`src/rtl/mem_arb_pkg.sv`:
```
// Shared types and constants for the two-port memory arbiter.
package mem_arb_pkg;

  localparam int unsigned WORD_OFS = 2;
  localparam int unsigned DATA_W   = 32;
  localparam int unsigned MASK_W   = DATA_W / 8;

  typedef enum logic [1:0] {
    SZ_B = 2'd0,
    SZ_H = 2'd1,
    SZ_W = 2'd2
  } size_e;

  typedef enum logic [1:0] {
    OWN_NONE = 2'd0,
    OWN_I    = 2'd1,
    OWN_D    = 2'd2
  } owner_e;

  // Response state captured at accept: who owns the next-cycle response,
  // whether it errored and whether it returns read data.
  typedef struct packed {
    owner_e owner;
    logic   err;
    logic   rd;
  } rsp_t;

endpackage

```
`src/rtl/mem_arbiter_if.sv`:
```
// Requester, response and memory-side signals of the memory arbiter.
interface mem_arbiter_if
  import mem_arb_pkg::*;
#(
  parameter int unsigned ADDR_W = 16
);
  localparam int unsigned MA_W = ADDR_W - WORD_OFS;

  logic                i_req_valid;
  logic                i_req_ready;
  logic [ADDR_W-1:0]   i_req_addr;
  logic                i_rsp_valid;
  logic [DATA_W-1:0]   i_rsp_data;
  logic                i_rsp_err;

  logic                d_req_valid;
  logic                d_req_ready;
  logic [ADDR_W-1:0]   d_req_addr;
  logic                d_req_we;
  logic [1:0]          d_req_size;
  logic [DATA_W-1:0]   d_req_wdata;
  logic                d_rsp_valid;
  logic [DATA_W-1:0]   d_rsp_data;
  logic                d_rsp_err;

  logic [MASK_W-1:0]   mem_write_mask;
  logic [MA_W-1:0]     mem_addr;
  logic [DATA_W-1:0]   mem_write_data;
  logic [DATA_W-1:0]   mem_read_data;

  modport slave (
    input  i_req_valid, i_req_addr,
    input  d_req_valid, d_req_addr, d_req_we, d_req_size, d_req_wdata,
    input  mem_read_data,
    output i_req_ready, i_rsp_valid, i_rsp_data, i_rsp_err,
    output d_req_ready, d_rsp_valid, d_rsp_data, d_rsp_err,
    output mem_write_mask, mem_addr, mem_write_data
  );

  modport master (
    output i_req_valid, i_req_addr,
    output d_req_valid, d_req_addr, d_req_we, d_req_size, d_req_wdata,
    output mem_read_data,
    input  i_req_ready, i_rsp_valid, i_rsp_data, i_rsp_err,
    input  d_req_ready, d_rsp_valid, d_rsp_data, d_rsp_err,
    input  mem_write_mask, mem_addr, mem_write_data
  );

endinterface

```
`src/rtl/mem_store_align.sv`:
```
// Data-port alignment check, byte-enable generation and store-lane replication.
module mem_store_align
  import mem_arb_pkg::*;
(
  input  logic [1:0]        i_addr_lo,
  input  logic [1:0]        i_size,
  input  logic              i_we,
  input  logic [DATA_W-1:0] i_wdata,
  output logic [MASK_W-1:0] o_mask_c,
  output logic [DATA_W-1:0] o_wdata_c,
  output logic              o_err_c
);

  logic [MASK_W-1:0] w_mask;

  always_comb begin
    w_mask    = '0;
    o_wdata_c = i_wdata;
    o_err_c   = 1'b0;
    case (size_e'(i_size))
      SZ_B: begin
        w_mask    = MASK_W'(1) << i_addr_lo;
        o_wdata_c = {4{i_wdata[7:0]}};
      end
      SZ_H: begin
        o_err_c   = i_addr_lo[0];
        w_mask    = i_addr_lo[1] ? 4'b1100 : 4'b0011;
        o_wdata_c = {2{i_wdata[15:0]}};
      end
      SZ_W: begin
        o_err_c = |i_addr_lo;
        w_mask  = 4'b1111;
      end
      default: o_err_c = 1'b1;
    endcase
    // Loads and faulting accesses must never write memory.
    o_mask_c = (i_we && !o_err_c) ? w_mask : '0;
  end

endmodule

```
`src/rtl/mem_arbiter.sv`:
```
// Shares one word-RAM port between instruction fetch and data load/store.
// Define MEM_ARB_RR_EN for round-robin contention; default is data-port priority.
module mem_arbiter
  import mem_arb_pkg::*;
#(
  parameter int unsigned ADDR_W = 16
)(
  input  logic          clk,
  input  logic          rst,
  mem_arbiter_if.slave  bus
);

  logic              w_i_gnt;
  logic              w_d_gnt;
  logic              w_d_wins;
  logic              w_i_err;
  logic [MASK_W-1:0] w_al_mask;
  logic [DATA_W-1:0] w_al_data;
  logic              w_al_err;
  rsp_t              w_rsp_nxt;
  rsp_t              r_rsp;
  logic              w_i_own;
  logic              w_d_own;

  mem_store_align u_align (
    .i_addr_lo (bus.d_req_addr[1:0]),
    .i_size    (bus.d_req_size),
    .i_we      (bus.d_req_we),
    .i_wdata   (bus.d_req_wdata),
    .o_mask_c  (w_al_mask),
    .o_wdata_c (w_al_data),
    .o_err_c   (w_al_err)
  );

`ifdef MEM_ARB_RR_EN
  owner_e r_last_grant;

  // Contention goes to whichever requester was not granted last.
  assign w_d_wins = (r_last_grant == OWN_I);

  always_ff @(posedge clk or posedge rst) begin
    if (rst) begin
      r_last_grant <= OWN_I;
    end else if (w_d_gnt) begin
      r_last_grant <= OWN_D;
    end else if (w_i_gnt) begin
      r_last_grant <= OWN_I;
    end
  end
`else
  assign w_d_wins = 1'b1;
`endif

  // Grants are held off during reset so nothing is accepted while rst is high.
  assign w_d_gnt = !rst && bus.d_req_valid && (!bus.i_req_valid || w_d_wins);
  assign w_i_gnt = !rst && bus.i_req_valid && (!bus.d_req_valid || !w_d_wins);
  assign w_i_err = |bus.i_req_addr[1:0];

  assign bus.i_req_ready    = w_i_gnt;
  assign bus.d_req_ready    = w_d_gnt;
  assign bus.mem_write_mask = w_d_gnt ? w_al_mask : '0;
  assign bus.mem_write_data = w_al_data;
  assign bus.mem_addr       = w_d_gnt ? bus.d_req_addr[ADDR_W-1:WORD_OFS]
                                      : bus.i_req_addr[ADDR_W-1:WORD_OFS];

  always_comb begin
    w_rsp_nxt = '{owner: OWN_NONE, err: 1'b0, rd: 1'b0};
    if (w_d_gnt) begin
      w_rsp_nxt = '{owner: OWN_D, err: w_al_err, rd: !bus.d_req_we};
    end else if (w_i_gnt) begin
      w_rsp_nxt = '{owner: OWN_I, err: w_i_err, rd: 1'b1};
    end
  end

  always_ff @(posedge clk or posedge rst) begin
    if (rst) begin
      r_rsp <= '{owner: OWN_NONE, err: 1'b0, rd: 1'b0};
    end else begin
      r_rsp <= w_rsp_nxt;
    end
  end

  // Read data arrives from the RAM register; zero it for stores and errors.
  assign w_i_own         = (r_rsp.owner == OWN_I);
  assign w_d_own         = (r_rsp.owner == OWN_D);
  assign bus.i_rsp_valid = w_i_own;
  assign bus.d_rsp_valid = w_d_own;
  assign bus.i_rsp_err   = w_i_own && r_rsp.err;
  assign bus.d_rsp_err   = w_d_own && r_rsp.err;
  assign bus.i_rsp_data  = (w_i_own && r_rsp.rd && !r_rsp.err) ? bus.mem_read_data : '0;
  assign bus.d_rsp_data  = (w_d_own && r_rsp.rd && !r_rsp.err) ? bus.mem_read_data : '0;

endmodule

```
`src/flat_wrapper.sv`:
```
// flat-port wrapper written by rule: the top's interface ports become plain ports
module mem_arbiter_flat import mem_arb_pkg::*;
#(
  parameter int unsigned ADDR_W = 16
)
  (clk, rst, bus_i_req_valid, bus_i_req_addr, bus_d_req_valid, bus_d_req_addr, bus_d_req_we, bus_d_req_size, bus_d_req_wdata, bus_mem_read_data, bus_i_req_ready, bus_i_rsp_valid, bus_i_rsp_data, bus_i_rsp_err, bus_d_req_ready, bus_d_rsp_valid, bus_d_rsp_data, bus_d_rsp_err, bus_mem_write_mask, bus_mem_addr, bus_mem_write_data);
  mem_arbiter_if #(.ADDR_W(ADDR_W)) bus_i ();
  input  logic clk;
  input  logic rst;
  input wire logic [$bits(bus_i.i_req_valid)-1:0] bus_i_req_valid;
  input wire logic [$bits(bus_i.i_req_addr)-1:0] bus_i_req_addr;
  input wire logic [$bits(bus_i.d_req_valid)-1:0] bus_d_req_valid;
  input wire logic [$bits(bus_i.d_req_addr)-1:0] bus_d_req_addr;
  input wire logic [$bits(bus_i.d_req_we)-1:0] bus_d_req_we;
  input wire logic [$bits(bus_i.d_req_size)-1:0] bus_d_req_size;
  input wire logic [$bits(bus_i.d_req_wdata)-1:0] bus_d_req_wdata;
  input wire logic [$bits(bus_i.mem_read_data)-1:0] bus_mem_read_data;
  output wire logic [$bits(bus_i.i_req_ready)-1:0] bus_i_req_ready;
  output wire logic [$bits(bus_i.i_rsp_valid)-1:0] bus_i_rsp_valid;
  output wire logic [$bits(bus_i.i_rsp_data)-1:0] bus_i_rsp_data;
  output wire logic [$bits(bus_i.i_rsp_err)-1:0] bus_i_rsp_err;
  output wire logic [$bits(bus_i.d_req_ready)-1:0] bus_d_req_ready;
  output wire logic [$bits(bus_i.d_rsp_valid)-1:0] bus_d_rsp_valid;
  output wire logic [$bits(bus_i.d_rsp_data)-1:0] bus_d_rsp_data;
  output wire logic [$bits(bus_i.d_rsp_err)-1:0] bus_d_rsp_err;
  output wire logic [$bits(bus_i.mem_write_mask)-1:0] bus_mem_write_mask;
  output wire logic [$bits(bus_i.mem_addr)-1:0] bus_mem_addr;
  output wire logic [$bits(bus_i.mem_write_data)-1:0] bus_mem_write_data;
  assign bus_i.i_req_valid = bus_i_req_valid;
  assign bus_i.i_req_addr = bus_i_req_addr;
  assign bus_i.d_req_valid = bus_d_req_valid;
  assign bus_i.d_req_addr = bus_d_req_addr;
  assign bus_i.d_req_we = bus_d_req_we;
  assign bus_i.d_req_size = bus_d_req_size;
  assign bus_i.d_req_wdata = bus_d_req_wdata;
  assign bus_i.mem_read_data = bus_mem_read_data;
  assign bus_i_req_ready = bus_i.i_req_ready;
  assign bus_i_rsp_valid = bus_i.i_rsp_valid;
  assign bus_i_rsp_data = bus_i.i_rsp_data;
  assign bus_i_rsp_err = bus_i.i_rsp_err;
  assign bus_d_req_ready = bus_i.d_req_ready;
  assign bus_d_rsp_valid = bus_i.d_rsp_valid;
  assign bus_d_rsp_data = bus_i.d_rsp_data;
  assign bus_d_rsp_err = bus_i.d_rsp_err;
  assign bus_mem_write_mask = bus_i.mem_write_mask;
  assign bus_mem_addr = bus_i.mem_addr;
  assign bus_mem_write_data = bus_i.mem_write_data;
  mem_arbiter #(.ADDR_W(ADDR_W)) u_core (.clk(clk), .rst(rst), .bus(bus_i));
endmodule
```
`config.mk`:
```
export PLATFORM = sky130hd
export DESIGN_NAME = mem_arbiter_flat
export DESIGN_NICKNAME = d
export VERILOG_FILES = /design/src/rtl/mem_arb_pkg.sv /design/src/rtl/mem_arbiter_if.sv /design/src/rtl/mem_store_align.sv /design/src/rtl/mem_arbiter.sv /design/src/flat_wrapper.sv
export SDC_FILE = /design/constraint.sdc
export NUM_CORES = 1
export LEC_CHECK = 0
export BUFFER_PORTS_ARGS = -buffer_cell sky130_fd_sc_hd__buf_4
export CORE_AREA = 2 2 85 87
export CTS_CLUSTER_DIAMETER = 80
export DETAILED_ROUTE_END_ITERATION = 8
export DIE_AREA = 0 0 87 89
export SLEW_MARGIN = 25
export SYNTH_ARGS = -nofsm -noshare
export SYNTH_HDL_FRONTEND = slang
export SYNTH_SLANG_ARGS = --single-unit
```
`constraint.sdc`:
```
create_clock -name clk -period 2.7 [get_ports clk]
set_input_delay 0.135 -clock clk [delete_from_list [all_inputs] [get_ports clk]]
set_output_delay 0.135 -clock clk [all_outputs]
set_load 0.01 [all_outputs]
```
Word level (Yosys, flattened, before mapping)
Cells that the tools add are included.
{ "totals": {"reg_bits": 4, "out_inout_bits": 120, "word_cells": 37} }
{ "classes": {"n_eq_ne": 4, "n_reduce_logical": 18, "shift": 1, "muxes": 11} }
{ "ops": {"columns": ["op", "count"], "rows": [
  ["two-way mux 32 bit", 2],
  ["one-hot mux 32 bit (2 select lines)", 1],
  ["two-way mux 4 bit", 4],
  ["two-way mux 14 bit", 1],
  ["one-hot mux 4 bit (3 select lines)", 1],
  ["logical AND 1 bit", 10],
  ["logical NOT 1 bit", 5],
  ["equality test 2 x 1 -> 1 bit (second input constant)", 2],
  ["equality test 2 bit (second input constant)", 2],
  ["OR reduction 2 bit", 2],
  ["left shift 1 x 2 -> 4 bit (first input constant)", 1],
  ["two-way mux 3 bit", 1],
  ["one-hot mux 1 bit (3 select lines)", 1],
  ["logical NOT 2 bit", 1]
]} }

Longest topological paths before layout
{ "depth": {"ltp_word": 6, "mapped_depth": 5, "depth_no_buf": 5} }

Modules after synthesis
Synthesis repeated with hierarchy kept, for this count alone.
{ "hier_totals": {"hier_cells": 177, "area_unflattened_um2": 1415.1} }
{ "by_module_without_submodules": {"columns": ["mod", "instances", "area_each_um2", "cells_each", "seq_area_each_um2"], "rows": [
  ["mem_arbiter", 1, 878.3, 110, 100.1],
  ["mem_store_align", 1, 536.8, 67, 0.0]
]} }

Worst setup path after synthesis
Ideal clock, no wire load.
{ "synth_path": {"path_kind": "reg2out", "start": "reg u_core.r_rsp[3] (netlist bit)", "end": "out bus_d_rsp_data[10]", "arrival_ps": 1065, "path_buffers": 1, "stages_incl_launch_ff": 5, "path_slack_ps": 1500, "required_time_ps": 2565, "cell_sequence": "dfrtp_1 > nor2b_4 > and3b_4 > buf_6 > and2_1"} }
{ "synth_via": {"elab_chain_cells": 4} }
{ "synth_lines": {"columns": ["element", "line_no", "rtl"], "rows": [
  ["from (decl)", "mem_arbiter.sv:21", "rsp_t r_rsp;"],
  ["from (signal assigned)", "mem_arbiter.sv:77", "r_rsp <= '{owner: OWN_NONE, err: 1'b0, rd: 1'b0};"],
  ["from (signal assigned)", "mem_arbiter.sv:79", "r_rsp <= w_rsp_nxt;"],
  ["equality test 2 bit", "mem_arbiter.sv:85", "assign w_d_own = (r_rsp.owner == OWN_D);"],
  ["via bus_d_rsp_valid", "flat_wrapper.sv:23", "output wire logic [$bits(bus_i.d_rsp_valid)-1:0] bus_d_rsp_valid;"],
  ["logical AND 1 bit (2 in a row)", "mem_arbiter.sv:91", "assign bus.d_rsp_data = (w_d_own && r_rsp.rd && !r_rsp.err) ? bus.mem_read_data : '0;"],
  ["two-way mux 32 bit", "mem_arbiter.sv:91", null],
  ["to (decl)", "flat_wrapper.sv:24", "output wire logic [$bits(bus_i.d_rsp_data)-1:0] bus_d_rsp_data;"]
]} }
The timed path passes the listed nets, and every way through them passes these cells.

Worst setup path after layout
{ "layout_path": {"start": "in rst", "end": "out bus_mem_write_mask[1]"} }
{ "layout_via": {"elab_chain_cells": 3} }
{ "layout_lines": {"columns": ["element", "line_no", "rtl"], "rows": [
  ["from (decl)", "flat_wrapper.sv:9", "input logic rst;"],
  ["logical NOT 1 bit", "mem_arbiter.sv:55", "assign w_d_gnt = !rst && bus.d_req_valid && (!bus.i_req_valid || w_d_wins);"],
  ["logical AND 1 bit", "mem_arbiter.sv:55", null],
  ["two-way mux 4 bit", "mem_arbiter.sv:61", "assign bus.mem_write_mask = w_d_gnt ? w_al_mask : '0;"],
  ["to (decl)", "flat_wrapper.sv:26", "output wire logic [$bits(bus_i.mem_write_mask)-1:0] bus_mem_write_mask;"]
]} }
No other way between the ends.

==> flow_metrics.env <==
export IMPL_yosysTopAreaCellShare_pct=27.3
export IMPL_cts_buffers_inserted=3
export IMPL_cts_htree_levels=1
export IMPL_drt_total_wl_mm=6.12
export IMPL_met2_routed_wl_mm=3.34
export IMPL_hold_class="in2reg"
export IMPL_clock_sinks=4
export IMPL_ctsRootBufferMaster="sky130_fd_sc_hd__clkbuf_8"
export IMPL_worst_setup_path_type="in2out"
export IMPL_timing_worst_slew_pin_value_ns=0.447
export IMPL_detail_route_drc_violations=0
export IMPL_fin_hold_ws_ns=0.128
export IMPL_yosys_warnings=0
export IMPL_cp_required_ns=2.57
export IMPL_rows=30
export IMPL_dr_max_layer_used="met4"
export IMPL_antenna_violating_nets_post_route=0
export IMPL_clkTransAtPathRegs_ns=0.03
export IMPL_hold_path_end="u_core.r_rsp[0]"
export IMPL_die_width_um=87
export IMPL_cts_setup_buffers=0
export IMPL_seqCellArea_um2=100
export IMPL_grt_start_max_net_pins=33
export IMPL_avgViaCountPerCell=4.21
export IMPL_core_area_mm2=0.00672
export IMPL_totalNegativeSetupSlack_ns=0
export IMPL_port_buffers=222
export IMPL_timing_critical_path_from_type="input pin"
export IMPL_timing_final_max_slew_violations=0
export IMPL_flow_area_growth_from_synthesis_pct=119
export IMPL_detail_route_iter0_violations=14
export IMPL_layout_filler_cells=718
export IMPL_total_power_uw=557
export IMPL_grt_overflow=0
export IMPL_setup_violations_final=0
export IMPL_grt_usage_pct=13.3
export IMPL_final_layout_size_suffix_gt1_share_pct=71.0
export IMPL_finalInstanceArea_mm2=0.00302
export IMPL_m1WireLength_mm=2.02
export IMPL_post_route_min_period_ns=2.10
export IMPL_maxCapViolCount=0
export IMPL_worst_setup_path_end_kind="primary output"
export IMPL_placement_cell_area_mm2=0.00296
export IMPL_synth_cell_area_mm2=0.00138
export IMPL_path_max_fanout=17
export IMPL_largest_register_ffs=4
export IMPL_multi_input_area_mm2=0.00108
export IMPL_antenna_cells_inserted=0
export IMPL_finalHoldViolations=0
export IMPL_dieArea_mm2=0.00774
export IMPL_detailroute_via_count=1931
export IMPL_max_slew_margin_rel_pct=70.1
export IMPL_grt_first_pass_wirelength_mm=8.25
export IMPL_worstHoldPathCells=2
export IMPL_power_density_mw_per_mm2=185
export IMPL_stdcell_count=459
export IMPL_netlist_top_cell_by_area="sky130_fd_sc_hd__and2_1"
export IMPL_firstDrtPassIters=3
export IMPL_place_detailed_hpwl_mm=5.41
export IMPL_wl_met3_um=726
export IMPL_die_h_um=89
export IMPL_biggestRegsByFlops="u_core.r_rsp (4)"
export IMPL_initial_utilization_pct=20.5
export IMPL_worst_ir_drop_vdd_mv=0.136
export IMPL_ys_top_cells_by_area="sky130_fd_sc_hd__and2_1 27%, sky130_fd_sc_hd__mux2_2 25%, sky130_fd_sc_hd__buf_6 7.4%, sky130_fd_sc_hd__dfrtp_1 7.3%, sky130_fd_sc_hd__mux2i_1 5.8%"
export IMPL_crit_arrival_ns=1.97
export IMPL_first_global_vias=1725
export IMPL_result_of_the_run="finished, final reports clean"
export IMPL_postSynthNetCount=276
export IMPL_ctsLongestPathBuffers=2
export IMPL_yosysSeqAreaShare_pct=7.28
export IMPL_avgSynthCellArea_um2=7.95
export IMPL_synthesis_instances=173
export IMPL_synth_lib_cells_used_distinct=25
export IMPL_grt_antenna_before_repair=0
export IMPL_rsz_0062_raised_after_global_routing="no"
export IMPL_finalCritPeriodShare_pct=77.8
export IMPL_regMostFlops="u_core.r_rsp"
export IMPL_cts_tree="done"
export IMPL_timing_hold_worst_start="bus_d_req_we"
export IMPL_dpl_cell_count=455
export IMPL_clock_fmax_mhz=476
export IMPL_gp_congestion=0.730
export IMPL_register_bit_count_reported_by_yosys=4
export IMPL_ioPinCount=223
export IMPL_total_leakage_power_nw=1.66
export IMPL_nNetsFinal=484
export IMPL_wl_per_cell_um=13.3
## logic make-up (layout without fill, tap and decap cells)
family                    after synthesis  in the layout  share of synthesized area [%]
buffers and inverters                  24            230                           14.0
xor gates and xnor gates                1              1                          0.637
muxes                                  38             38                           30.4
DFF                                     4              4                           7.28
AOI/OAI and AO/OA                      16             16                           7.01
and+or+nand+nor                        90             90                           40.7
## how the worst max path moves through the flow
stage                     from                    end  slack, ns  depth (start not counted)
4_1_cts                    rst  bus_mem_write_mask[1]       0.48                          8
3_5_place_dp               rst  bus_mem_write_mask[1]       1.06                          7
6_report                   rst  bus_mem_write_mask[1]       0.60                          8
5_1_grt                    rst  bus_mem_write_mask[1]       0.40                          8
3_3_place_gp               rst  bus_mem_write_mask[1]       1.16                          7
2_1_floorplan  u_core.r_rsp[3]     bus_d_rsp_data[10]       1.50                          4
## synth_stat cells
master / n
sky130_fd_sc_hd__and2_1: 60
sky130_fd_sc_hd__mux2_2: 30
sky130_fd_sc_hd__o21ai_0: 11
sky130_fd_sc_hd__nand2_1: 10
sky130_fd_sc_hd__buf_4: 9
sky130_fd_sc_hd__buf_6: 9
sky130_fd_sc_hd__mux2i_1: 8
sky130_fd_sc_hd__and2_2: 6
sky130_fd_sc_hd__dfrtp_1: 4
sky130_fd_sc_hd__nor2_1: 4
sky130_fd_sc_hd__inv_1: 3
sky130_fd_sc_hd__nor3_1: 3
sky130_fd_sc_hd__a21oi_1: 2
sky130_fd_sc_hd__and3b_4: 2
sky130_fd_sc_hd__nor2b_4: 2
sky130_fd_sc_hd__a2111oi_2: 1
sky130_fd_sc_hd__a22oi_1: 1
sky130_fd_sc_hd__buf_2: 1
sky130_fd_sc_hd__clkbuf_1: 1
sky130_fd_sc_hd__inv_2: 1
sky130_fd_sc_hd__nand2_2: 1
sky130_fd_sc_hd__nor2_2: 1
sky130_fd_sc_hd__nor2b_1: 1
sky130_fd_sc_hd__o32ai_1: 1
sky130_fd_sc_hd__xor2_1: 1
## per-layer routing
layer / vias up / GRT usage [%]
li1: 976 / -
met1: 827 / 13.6
met2: 126 / 27.2
met3: 2 / 3.32
met4: 0 / 2.13
met5: - / 0
## cell usage in the layout, fill, tap and decap left out, types with 2 or more instances in the layout
cell type	n
sky130_fd_sc_hd__a21oi_1	2
sky130_fd_sc_hd__and2_1	60
sky130_fd_sc_hd__and2_2	6
sky130_fd_sc_hd__and3b_4	2
sky130_fd_sc_hd__buf_4	222
sky130_fd_sc_hd__clkbuf_8	3
sky130_fd_sc_hd__dfrtp_1	4
sky130_fd_sc_hd__inv_1	3
sky130_fd_sc_hd__mux2_2	30
sky130_fd_sc_hd__mux2i_1	8
sky130_fd_sc_hd__nand2_1	10
sky130_fd_sc_hd__nor2_1	4
sky130_fd_sc_hd__nor2b_4	2
sky130_fd_sc_hd__nor3_1	3
sky130_fd_sc_hd__o21ai_0	11
## final cells by class
type                    instances  area share [%]
clock buffers                   3            1.37
well taps                      80            3.32
multi-input cells             145            35.9
flip-flops and latches          4            3.32
repair buffers                223            55.6
inverters                       4           0.498
## stage by stage
step	utilization, %	worst slack, ns
finish	44.9	0.598
global route	44.9	0.398
CTS	44.9	0.482
detailed placement	44.1	1.06
global placement	44.1	1.16
floorplan	-	1.50
## critical path: stages
cell and delay [ns]:
sky130_fd_sc_hd__dlygate4sd3_1 0.54, sky130_fd_sc_hd__buf_4 0.14, sky130_fd_sc_hd__inv_1 0.16, sky130_fd_sc_hd__nand2_2 0.09, sky130_fd_sc_hd__inv_2 0.27, sky130_fd_sc_hd__nand2_1 0.19, sky130_fd_sc_hd__nor3_1 0.27, sky130_fd_sc_hd__buf_4 0.18
## report_power, final
part           internal, mW  total [mW]  switching (mW)
registers            0.0639      0.0667         0.00276
logic                 0.227       0.369           0.141
clock network        0.0946       0.121          0.0267
total                 0.386       0.557           0.171
## what timing repair did
item / CTS / global route
resized for setup: 0 / 0
hold buffers: 1 / 0
hold endpoints to repair: 4 / 0
(Power assumes the default switching activity.)
